$ cat src/rtl/key_input_conditioner.sv
// Key input conditioner: turns raw note buttons and pitch switches into a
// clean one-hot note + pitch word. Each raw bit goes through a 2-FF
// synchroniser and a counter debouncer. A three-state FSM then picks the
// first-pressed key and guarantees an all-zero gap between two notes.

module key_input_conditioner_deb #(
    parameter int DEBOUNCE_CYCLES = 2000000,
    parameter int CNT_W           = 21
) (
    input  logic clk,
    input  logic rst_n,
    input  logic din,
    output logic dout
);
    logic             s1, s2, deb;
    logic [CNT_W-1:0] cnt;

    assign dout = deb;

    // Synchronise, then accept a new level only after DEBOUNCE_CYCLES
    // consecutive disagreeing samples; any agreeing sample restarts the count.
    always_ff @(posedge clk or negedge rst_n) begin
        if (!rst_n) begin
            s1  <= 1'b0;
            s2  <= 1'b0;
            deb <= 1'b0;
            cnt <= '0;
        end else begin
            s1 <= din;
            s2 <= s1;
            if (s2 == deb) begin
                cnt <= '0;
            end else if (cnt == CNT_W'(DEBOUNCE_CYCLES - 1)) begin
                deb <= s2;
                cnt <= '0;
            end else begin
                cnt <= cnt + 1'b1;
            end
        end
    end
endmodule

module key_input_conditioner #(
    parameter int DEBOUNCE_CYCLES = 2000000,
    parameter int CNT_W           = 21,
    parameter int GAP_CYCLES      = 50000
) (
    input  logic       clk,
    input  logic       rst_n,
    input  logic [6:0] note_keys,
    input  logic [2:0] pitch_sw,
    output logic [9:0] note_and_pitch,
    output logic       press_pulse,
    output logic       release_pulse,
    output logic       multi_key
);
    localparam int GAP_W = (GAP_CYCLES > 1) ? $clog2(GAP_CYCLES) : 1;

    typedef enum logic [1:0] {IDLE, HELD, GAP} state_t;

    logic [9:0] raw_vec, deb_vec;
    logic [6:0] deb_note, lowest;
    logic [2:0] deb_pitch;

    assign raw_vec   = {note_keys, pitch_sw};
    assign deb_note  = deb_vec[9:3];
    assign deb_pitch = deb_vec[2:0];

    // Isolate the lowest-index high key so simultaneous presses resolve to one.
    assign lowest = deb_note & (~deb_note + 7'd1);

    for (genvar g = 0; g < 10; g++) begin : g_deb
        key_input_conditioner_deb #(
            .DEBOUNCE_CYCLES(DEBOUNCE_CYCLES),
            .CNT_W          (CNT_W)
        ) u_deb (
            .clk  (clk),
            .rst_n(rst_n),
            .din  (raw_vec[g]),
            .dout (deb_vec[g])
        );
    end

    state_t           state_q, state_d;
    logic [6:0]       key_q, key_d;
    logic [2:0]       pitch_q, pitch_d;
    logic [GAP_W-1:0] gap_q, gap_d;
    logic [9:0]       out_d;
    logic             press_d, rel_d, multi_d;
    logic             accept;

    // Next-state and next-output logic; every output is registered below.
    always_comb begin
        state_d = state_q;
        key_d   = key_q;
        pitch_d = pitch_q;
        gap_d   = gap_q;
        out_d   = '0;
        press_d = 1'b0;
        rel_d   = 1'b0;
        multi_d = 1'b0;
        accept  = 1'b0;
        case (state_q)
            IDLE: accept = |deb_note;
            HELD: begin
                if ((deb_note & key_q) == 7'd0) begin
                    state_d = GAP;
                    gap_d   = '0;
                    rel_d   = 1'b1;
                end else begin
                    out_d   = {key_q, pitch_q};
                    multi_d = |(deb_note & ~key_q);
                end
            end
            GAP: begin
                if (gap_q == GAP_W'(GAP_CYCLES - 1)) begin
                    if (|deb_note) accept = 1'b1;
                    else           state_d = IDLE;
                end else begin
                    gap_d = gap_q + 1'b1;
                end
            end
            default: state_d = IDLE;
        endcase
        if (accept) begin
            state_d = HELD;
            key_d   = lowest;
            pitch_d = deb_pitch;
            out_d   = {lowest, deb_pitch};
            press_d = 1'b1;
            multi_d = |(deb_note & ~lowest);
        end
    end

    // State and output registers; reset drops outputs without a release strobe.
    always_ff @(posedge clk or negedge rst_n) begin
        if (!rst_n) begin
            state_q        <= IDLE;
            key_q          <= '0;
            pitch_q        <= '0;
            gap_q          <= '0;
            note_and_pitch <= '0;
            press_pulse    <= 1'b0;
            release_pulse  <= 1'b0;
            multi_key      <= 1'b0;
        end else begin
            state_q        <= state_d;
            key_q          <= key_d;
            pitch_q        <= pitch_d;
            gap_q          <= gap_d;
            note_and_pitch <= out_d;
            press_pulse    <= press_d;
            release_pulse  <= rel_d;
            multi_key      <= multi_d;
        end
    end
endmodule

$ cat config.mk
export PLATFORM = sky130hd
export DESIGN_NAME = key_input_conditioner
export DESIGN_NICKNAME = d
export VERILOG_FILES = /design/src/rtl/key_input_conditioner.sv
export SDC_FILE = /design/constraint.sdc
export NUM_CORES = 1
export LEC_CHECK = 0
export CAP_MARGIN = 20
export CORE_MARGIN = 5
export CORE_UTILIZATION = 45
export CTS_CLUSTER_SIZE = 40
export DETAILED_ROUTE_END_ITERATION = 8
export GPL_ROUTABILITY_DRIVEN = 0
export SETUP_SLACK_MARGIN = 0.1
export SLEW_MARGIN = 25
export SYNTH_ARGS = -nofsm -noshare
export SYNTH_HDL_FRONTEND = slang
export SYNTH_HIERARCHICAL = 1
export SYNTH_SLANG_ARGS = --single-unit
$ cat constraint.sdc
create_clock -name clk -period 3.3 [get_ports clk]
set_clock_uncertainty 0.2 [all_clocks]
set_input_delay 0.66 -clock clk [delete_from_list [all_inputs] [get_ports clk]]
set_output_delay 0.66 -clock clk [all_outputs]
set_load 0.05 [all_outputs]
Yosys cells after proc, flatten, opt, wreduce, memory -nomap -nowiden

Index checks and enable logic that the tools add are counted.
Widths: inputs -> output; s select.

Bitwise gates (word level): 17
Add/subtract/negate cells: 12
Equality and inequality tests: 29
Reductions and logical operators: 18
Multiplexer cells: 40

Operator list:

| cell                  | number |
|---|---|
| $mux 21               | 20 |
| $add 21x1->21 const B | 10 |
| $eq 21x21->1 const B  | 10 |
| $mux 16               | 2 |
| $pmux 16 s2           | 1 |
| $mux 10               | 3 |
| $and 7x7->7           | 4 |
| $not 7->7             | 3 |
| $reduce_or 7->1       | 3 |
| $reduce_and 2->1      | 10 |
| $add 16x1->16 const B | 1 |
| $eq 16x16->1 const B  | 1 |
| $eq 1x1->1            | 10 |
| $not 1->1             | 10 |
| $ne 3x3->1 const B    | 3 |
| $mux 1                | 8 |
| $mux 2                | 4 |
| $add 7x1->7 const B   | 1 |
| $logic_not 7->1       | 1 |
| $ne 2x2->1 const B    | 3 |
| $pmux 2 s3            | 1 |
| $reduce_and 4->1      | 1 |
| $reduce_and 3->1      | 1 |
| $eq 2x1->1 const B    | 1 |
| 4 further kinds       | 4 |

Input port bits: 12
Register bits: 281
Word-level logic and storage cells: 164

Depth between registers and ports, before layout

Depth in word-level cells: 7
Gate-level depth with buffers: 7
Gate-level depth less buffers: 6

Cells and area by module

The synthesis kept the hierarchy.

Modules (own cells, without submodules):

| module                    | area an instance (um^2) | cells an instance | sequential area each (um^2) | instances |
|---|---|---|---|---|
| key_input_conditioner_deb | 1188.6                  | 120               | 600.6                       | 10 |
| key_input_conditioner     | 1915.6                  | 183               | 1026.0                      | 1 |

Least setup slack after synthesis

No wires, ideal clock.

Kind: reg2reg
Start point: reg gap_q[10]
End point: reg pitch_q[0]
Setup time: 127 ps
Path buffers: 0
Setup slack: 684 ps
Stages on the path, launching flop included: 7
Arrival time: 2288 ps
Path through: dfrtp_1 > or4b_1 > or4_4 > o31ai_4 > o41ai_2 > clkinv_2 > mux2_1

Cells in the longest elaborated chain, start to end: 3

Ends and longest elaborated chain:

| item                   | RTL line | RTL |
|---|---|---|
| start, declared        | 87       | `logic [GAP_W-1:0] gap_q, gap_d;` |
| start signal, assigned | 150      | `gap_q <= gap_d;` |
| $eq 16x16->1           | 116      | `if (gap_q == GAP_W'(GAP_CYCLES - 1)) begin` |
| $mux 1                 | 116      |  |
| $pmux 1 s2             | 103      | `case (state_q)` |
| named net accept       | 90       | `logic accept;` |
| end signal, assigned   | 149      | `pitch_q <= pitch_d;` |
| end, declared          | 86       | `logic [2:0] pitch_q, pitch_d;` |

The timed path passes the listed nets, and every way through them passes these cells.
A chain may end at the register's enable or synchronous reset.

Worst setup path in the final report

Start point: reg gap_q[4]
End point: reg pitch_q[1]

Same word-level chain as after synthesis.

==> impl_metrics.ini <==
[synth]
synth-compound-area-share_pct = 9.56
synth_top_area_cell = dfrtp_1
ys_warn_count = 6
avgSynthCellArea_sq_um = 9.98
synth-seq-cells = 281
async_reset_ff_share_pct = 100
synth_xor_area_share_pct = 9.65
synthMostInstantiatedCell = dfrtp_1
yosysTopAreaCellShare_pct = 50.9
syn-num-nets = 1406
synth_edf_count = 0
post_synth_num_cell_types = 49
synthFlopType = dfrtp_1
synth_top_family_by_area = simple AND/OR/NAND/NOR gates
synthAdderAreaFrac_pct = 0.997
synth_simple_gate_area_share_pct = 24.4
synth.area.top_cells = dfrtp_1 51%, xnor2_1 7.2%, nor2_1 5.8%
synth_mux_area_share_pct = 1.13
synthCells = 1383
ys_seq_area_share_pct = 50.9
yosys-top-cells-count = 281 x dfrtp_1, 213 x nor2_1, 114 x xnor2_1
syn_area_sq_um = 13800

[clock_network]
h-tree-depth = 2
cts_setup_buffers = 0
cts_tree = done
numCtsBuffers = 34
root_buffer = clkbuf_16
cts_buffer_depth = 3
cts.repair.resized = 0
clock_sinks = 281
cts.clk_slew.worst_paths_ns = 0.06
clock_latency_ns = 0.49

[sta]
final_max_slew_viol_count = 0
rsz0062_at_grt = no
timing.slew.headroom_pct = 34.6
max_freq_mhz = 354
finalHoldViolations = 0
fin_crit_ns = 2.82
fin_setup_tns_ns = 0
min_period_over_period_pct = 85.6
worst_slew_pin_slew_ns = 0.977
setup_viol = 0
worst_hold_slack_ns = 0.139

[global_route]
grt_overflow_total = 0
grt_pass1_wl_microns = 48400
gr-usage-all-layers_pct = 16.5
grt_max_degree = 67
first_global_vias = 10100
antenna_found_initial = 0

[pwr]
vdd_drop_max_mv = 0.349
internal-power_w = 0.00591
power_frac_seq_pct = 47.1
p_leak_nw = 6.38
power.switching_w = 0.00159
clkPwrFrac_pct = 49.9
power_density_nw_per_um2 = 475
switching_share_pct = 21.2
combPwrFrac_pct = 3.0
total_power_w = 0.00750

[routing]
drtIter0Drc = 543
drtAntennaViolNets = 0
dr.pass1.iters = 5
route.detailed.drc = 0
routed_wirelength_microns = 27200
vias = 10100
vias_per_cell = 5.44
routedWlPerCell_microns = 14.6

[die]
rows = 64
die_y_microns = 185
initial_core_util_pct = 45.4
die_w_microns = 185
boundaryPins = 25
dieArea_sq_um = 34300
core-area_sq_um = 30400

[critical_path]
worst_setup_path_start_kind = flip-flop
rrSetupSlack_ns = 0.48
crit_type = flip-flop to flip-flop
crit_fanout = 8
arrival_ns = 3.00
worst-r2r-cell-count = 6
crit_required_ns = 3.47
end_kind = flip-flop

[final_layout]
syn2layout_area_growth_pct = 14.5
drive_gt1_share_pct = 8.95
utilization_pct = 52.0
fillers = 2765
final_nets = 1463
n_antenna_cell = 0

[placement]
hpwlAfterDp_microns = 18400
portBuffers = 24

[outcome]
status = complete, no violations

[hold_path]
hold_path.class = flip-flop to flip-flop
whs_path_depth = 0

[flow_run]
max_cap_viol_count = 0
-- final cells by class --
| cell class | count | area (sq um) | share of cell area [%] |
|---|---|---|---|
| Clock buffer | 51 | 1050 | 6.63 |
| Clock inverter | 9 | 97.6 | 0.617 |
| Inverter | 80 | 302 | 1.91 |
| Multi-Input combinational cell | 987 | 6310 | 39.9 |
| Sequential cell | 281 | 7030 | 44.5 |
| Tap cell | 396 | 495 | 3.13 |
| Timing Repair Buffer | 56 | 526 | 3.32 |
-- power by group through the flow --
stage / Combinational, W / Sequential [W] / Clock, W
2_1_floorplan: 0.000109 / 0.00358 / 0
3_3_place_gp: 0.000235 / 0.00359 / 0
3_5_place_dp: 0.000236 / 0.00360 / 0
4_1_cts: 0.000238 / 0.00353 / 0.00387
5_1_grt: 0.000268 / 0.00354 / 0.00403
6_report: 0.000227 / 0.00353 / 0.00374
-- per-stage QoR --
| stage | worst slack [ns] | std cells | instance area, sq um |
|---|---|---|---|
| after floorplan | 0.684 | 1383 | 13800 |
| after global placement | 0.485 | 1799 | 14700 |
| after detailed placement | 0.454 | 1799 | 14700 |
| after CTS | 0.454 | 1860 | 15800 |
| after global routing | 0.387 | 1860 | 15800 |
| final | 0.477 | 1860 | 15800 |
-- critical path, stage by stage (launching register included) --
cell	delay, ns
dfrtp_1	0.41
or4b_1	0.53
or4_4	0.57
o31ai_4	0.27
o41ai_2	0.22
clkinv_2	0.16
mux2_1	0.34
-- flip-flops by register name, summed over array words and instances, names as in the netlist --
| name | flops |
|---|---|
| pitch_q | 3 |
| g_deb.u_deb/cnt | 210 |
| release_pulse | 1 |
| state_q | 2 |
| press_pulse | 1 |
| g_deb.u_deb/s1 | 10 |
| multi_key | 1 |
| g_deb.u_deb/s2 | 10 |
| g_deb.u_deb/dout | 10 |
| gap_q | 16 |
| note_and_pitch | 10 |
| key_q | 7 |
-- what timing repair did --
| item | 4_1_cts | 5_1_grt |
|---|---|---|
| setup endpoints to repair | 0 | 0 |
| hold endpoints to repair | 61 | 0 |
| hold buffers | 1 | 0 |
-- logic make-up (layout without fill, tap and decap cells) --
kind of cell / Yosys count / after routing
muxes: 14 / 14
DFF: 281 / 281
and+or+nand+nor: 639 / 639
buffers and inverters: 115 / 196
AOI/OAI and AO/OA: 171 / 171
adders and majority gates: 11 / 11
xor gates and xnor gates: 152 / 152
-- final timing paths --
kind	startpoint	to
setup / recovery	gap_q[4]	pitch_q[1]
hold / removal	g_deb[9].u_deb/s1	g_deb[9].u_deb/s2
setup reg to reg	gap_q[4]	pitch_q[1]
hold reg to reg	g_deb[9].u_deb/s1	g_deb[9].u_deb/s2
max in group asynchronous	rst_n	g_deb[7].u_deb/cnt[4]
min in group asynchronous	rst_n	g_deb[5].u_deb/cnt[0]
-- metal layers --
metal / up-vias / GRT usage, % / wire length (microns)
met4: 0 / 3.96 / 402
met2: 105 / 26.3 / 12600
li1: 5067 / - / -
met3: 32 / 2.61 / 786
met5: - / 0 / 0
met1: 4915 / 23.8 / 13400
-- cells in the final DEF, fill, tap and decap left out, drive strengths merged, types with 24 or more instances in the layout --
cell type  Yosys  routed
buf           21      32
clkbuf        14      51
nor3          24      24
nand3         66      66
or4           71      71
a21oi         65      65
xor2          38      38
o31ai         51      51
nor4          53      53
dfrtp        281     281
inv           79      79
nand4         74      74
xnor2        114     114
nand2         73      73
nor2         213     213
(Power assumes the default switching activity.)
==> RTL edit (same flow settings) <==
The parameter `GAP_CYCLES` goes from 50000 to 25000.
--- a/src/rtl/key_input_conditioner.sv
+++ b/src/rtl/key_input_conditioner.sv
@@ -43,7 +43,7 @@
 module key_input_conditioner #(
     parameter int DEBOUNCE_CYCLES = 2000000,
     parameter int CNT_W           = 21,
-    parameter int GAP_CYCLES      = 50000
+    parameter int GAP_CYCLES      = 25000
 ) (
     input  logic       clk,
     input  logic       rst_n,
Function: same outputs for any inputs over 10 cycles, from zero or initial values and one cycle with rst_n low; that may be too few to reach the edited logic, so the function may still have changed.
==> RTL edit against the original RTL <==
- routed wire length hardly changed
- critical path type is now reg -> out
- setup slack gained 0.20 ns
- total power fell by 1.8%
- global-route usage barely moved
- sequential cell count is 1 lower
- final area down 0.74%
- sequential power about the same
- sequential share of layout area rose by 0.17 points
- synthesized area barely moved
- critical endpoint is now note_and_pitch[5]
==> RTL edit: results (changes against the original RTL) <==
Final Hold Slack=0.146 ns (+0.00754 ns); met2 global-route usage=27.2% (+0.86 points); dpl hpwl=18.6 mm (+1.2%); status=finished clean; CP max FO=1 (-7); Avg Synthesized Cell Area=10.0 µm² (+0.22%); area of placed instances=14600 µm² (-0.44%); slack of the worst reg-to-reg path=0.74 ns (+0.26 ns); met2 routed WL=12.7 mm (+0.72%); Clk Latency, worst-skew pair=0.55 ns (+0.06 ns); fmax=0.381 GHz (+7.6%); min-delay src=g_deb[2].u_deb/s1$_DFF_PN0_; Synth Area in Adders=1.07% (+0.073 points); sequential share of the synthesized area=50.8% (-0.14 points); DRC marker count from the first detailed-route iteration=624 (+15%); R2R cell count=5 (-1); Setup Buffers After CTS=0 (unchanged); slowest stage delay, CP=0.82 ns (+0.25 ns); vias per cell=5.49 (+0.96%); CP delay by family, top=buffers and inverters; DR pass1 iterations=5 (unchanged); Metal-1 WL=13.4 mm (-0.10%); Synth area leaders=dfrtp_1, xnor2_1, nor2_1; endpoint class of the critical path=output port; vias in the first global route=9964 (-1.0%); XOR/XNOR Fraction of Synth Area=9.27% (-0.37 points); met3 wire length=712 µm (-9.4%); async set-reset flop share out of synthesis=100% (unchanged); # H-tree levels=1 (-1); Peak VDD IR=0.412 mV (+18%); Slowest-stage cell, CP=clkdlybuf4s50_1; met1 Use GR=23.5% (-0.32 points); met3 usage=2.20% (-0.41 points); total wire length=27.2 mm (about the same); top flop regs=g_deb.u_deb/cnt x210, gap_q x15; synth cell count leaders=dfrtp_1, nor2_1, xnor2_1; Crit. Startpoint=note_and_pitch[5]$_DFF_PN0_; syn nets=1402 (-0.28%); Setup WS pre-CTS=0.731 ns (+0.277 ns); crit path capture=note_and_pitch[5]; LEAKAGE=6.25 nW (-2.0%); placed insts=1786 (-0.72%); final net count=1447 (-1.1%); FF-to-FF End=pitch_q[2]$_DFFE_PN0P_; slew margin rel.=43.3% (+8.7 points); Synth Area in Compound Gates=9.69% (+0.12 points); synth unique cells=50 (+2.0%); Tot GR Track Use=16.4% (-0.032 points); global-route wire length before repair=48.3 mm (-0.30%); TritonCTS buffer count=31 (-8.8%); hold endpoint=g_deb[2].u_deb/s2$_DFF_PN0_; worst r2r src=g_deb[4].u_deb/dout$_DFFE_PN0P_; post-cts resize count=0 (unchanged); Core Util, Final=51.6% (-0.38 points); Synth warnings=6 (unchanged); Non-Filler Instances=1845 (-0.81%); layout cells sized above 1=8.97% (+0.024 points); post-synthesis mux area share=1.29% (+0.16 points)
-- RTL edit: cell count changes in the layout (fill, tap and decap cells not counted), moves of 3 or more --
| cell | change |
|---|---|
| nor2_1 | -10 |
| clkinv_2 | +4 |
| or4_1 | +3 |
| bufinv_16 | +3 |
| buf_4 | -8 |
| or3_1 | +6 |
| clkbuf_1 | -5 |
| mux2_4 | +3 |
| and3_1 | -4 |
| a32o_1 | -3 |
| mux2_1 | -3 |
| xor2_1 | -8 |
| clkbuf_16 | -6 |
-- RTL edit: where the power goes --
part | switching (mW) | internal, mW
Sequential | 0.0424 | 3.48
Clock | 1.40 | 2.22
Combinational | 0.152 | 0.0776
Total | 1.59 | 5.78
-- RTL edit: cell type report --
cell class                      instances  area share [%]
Sequential cell                       280            44.6
Multi-Input combinational cell        981            40.3
Clock buffer                           38            5.43
Tap cell                              396            3.16
Timing Repair Buffer                   48            2.97
Inverter                               82            1.97
Clock inverter                         20            1.54
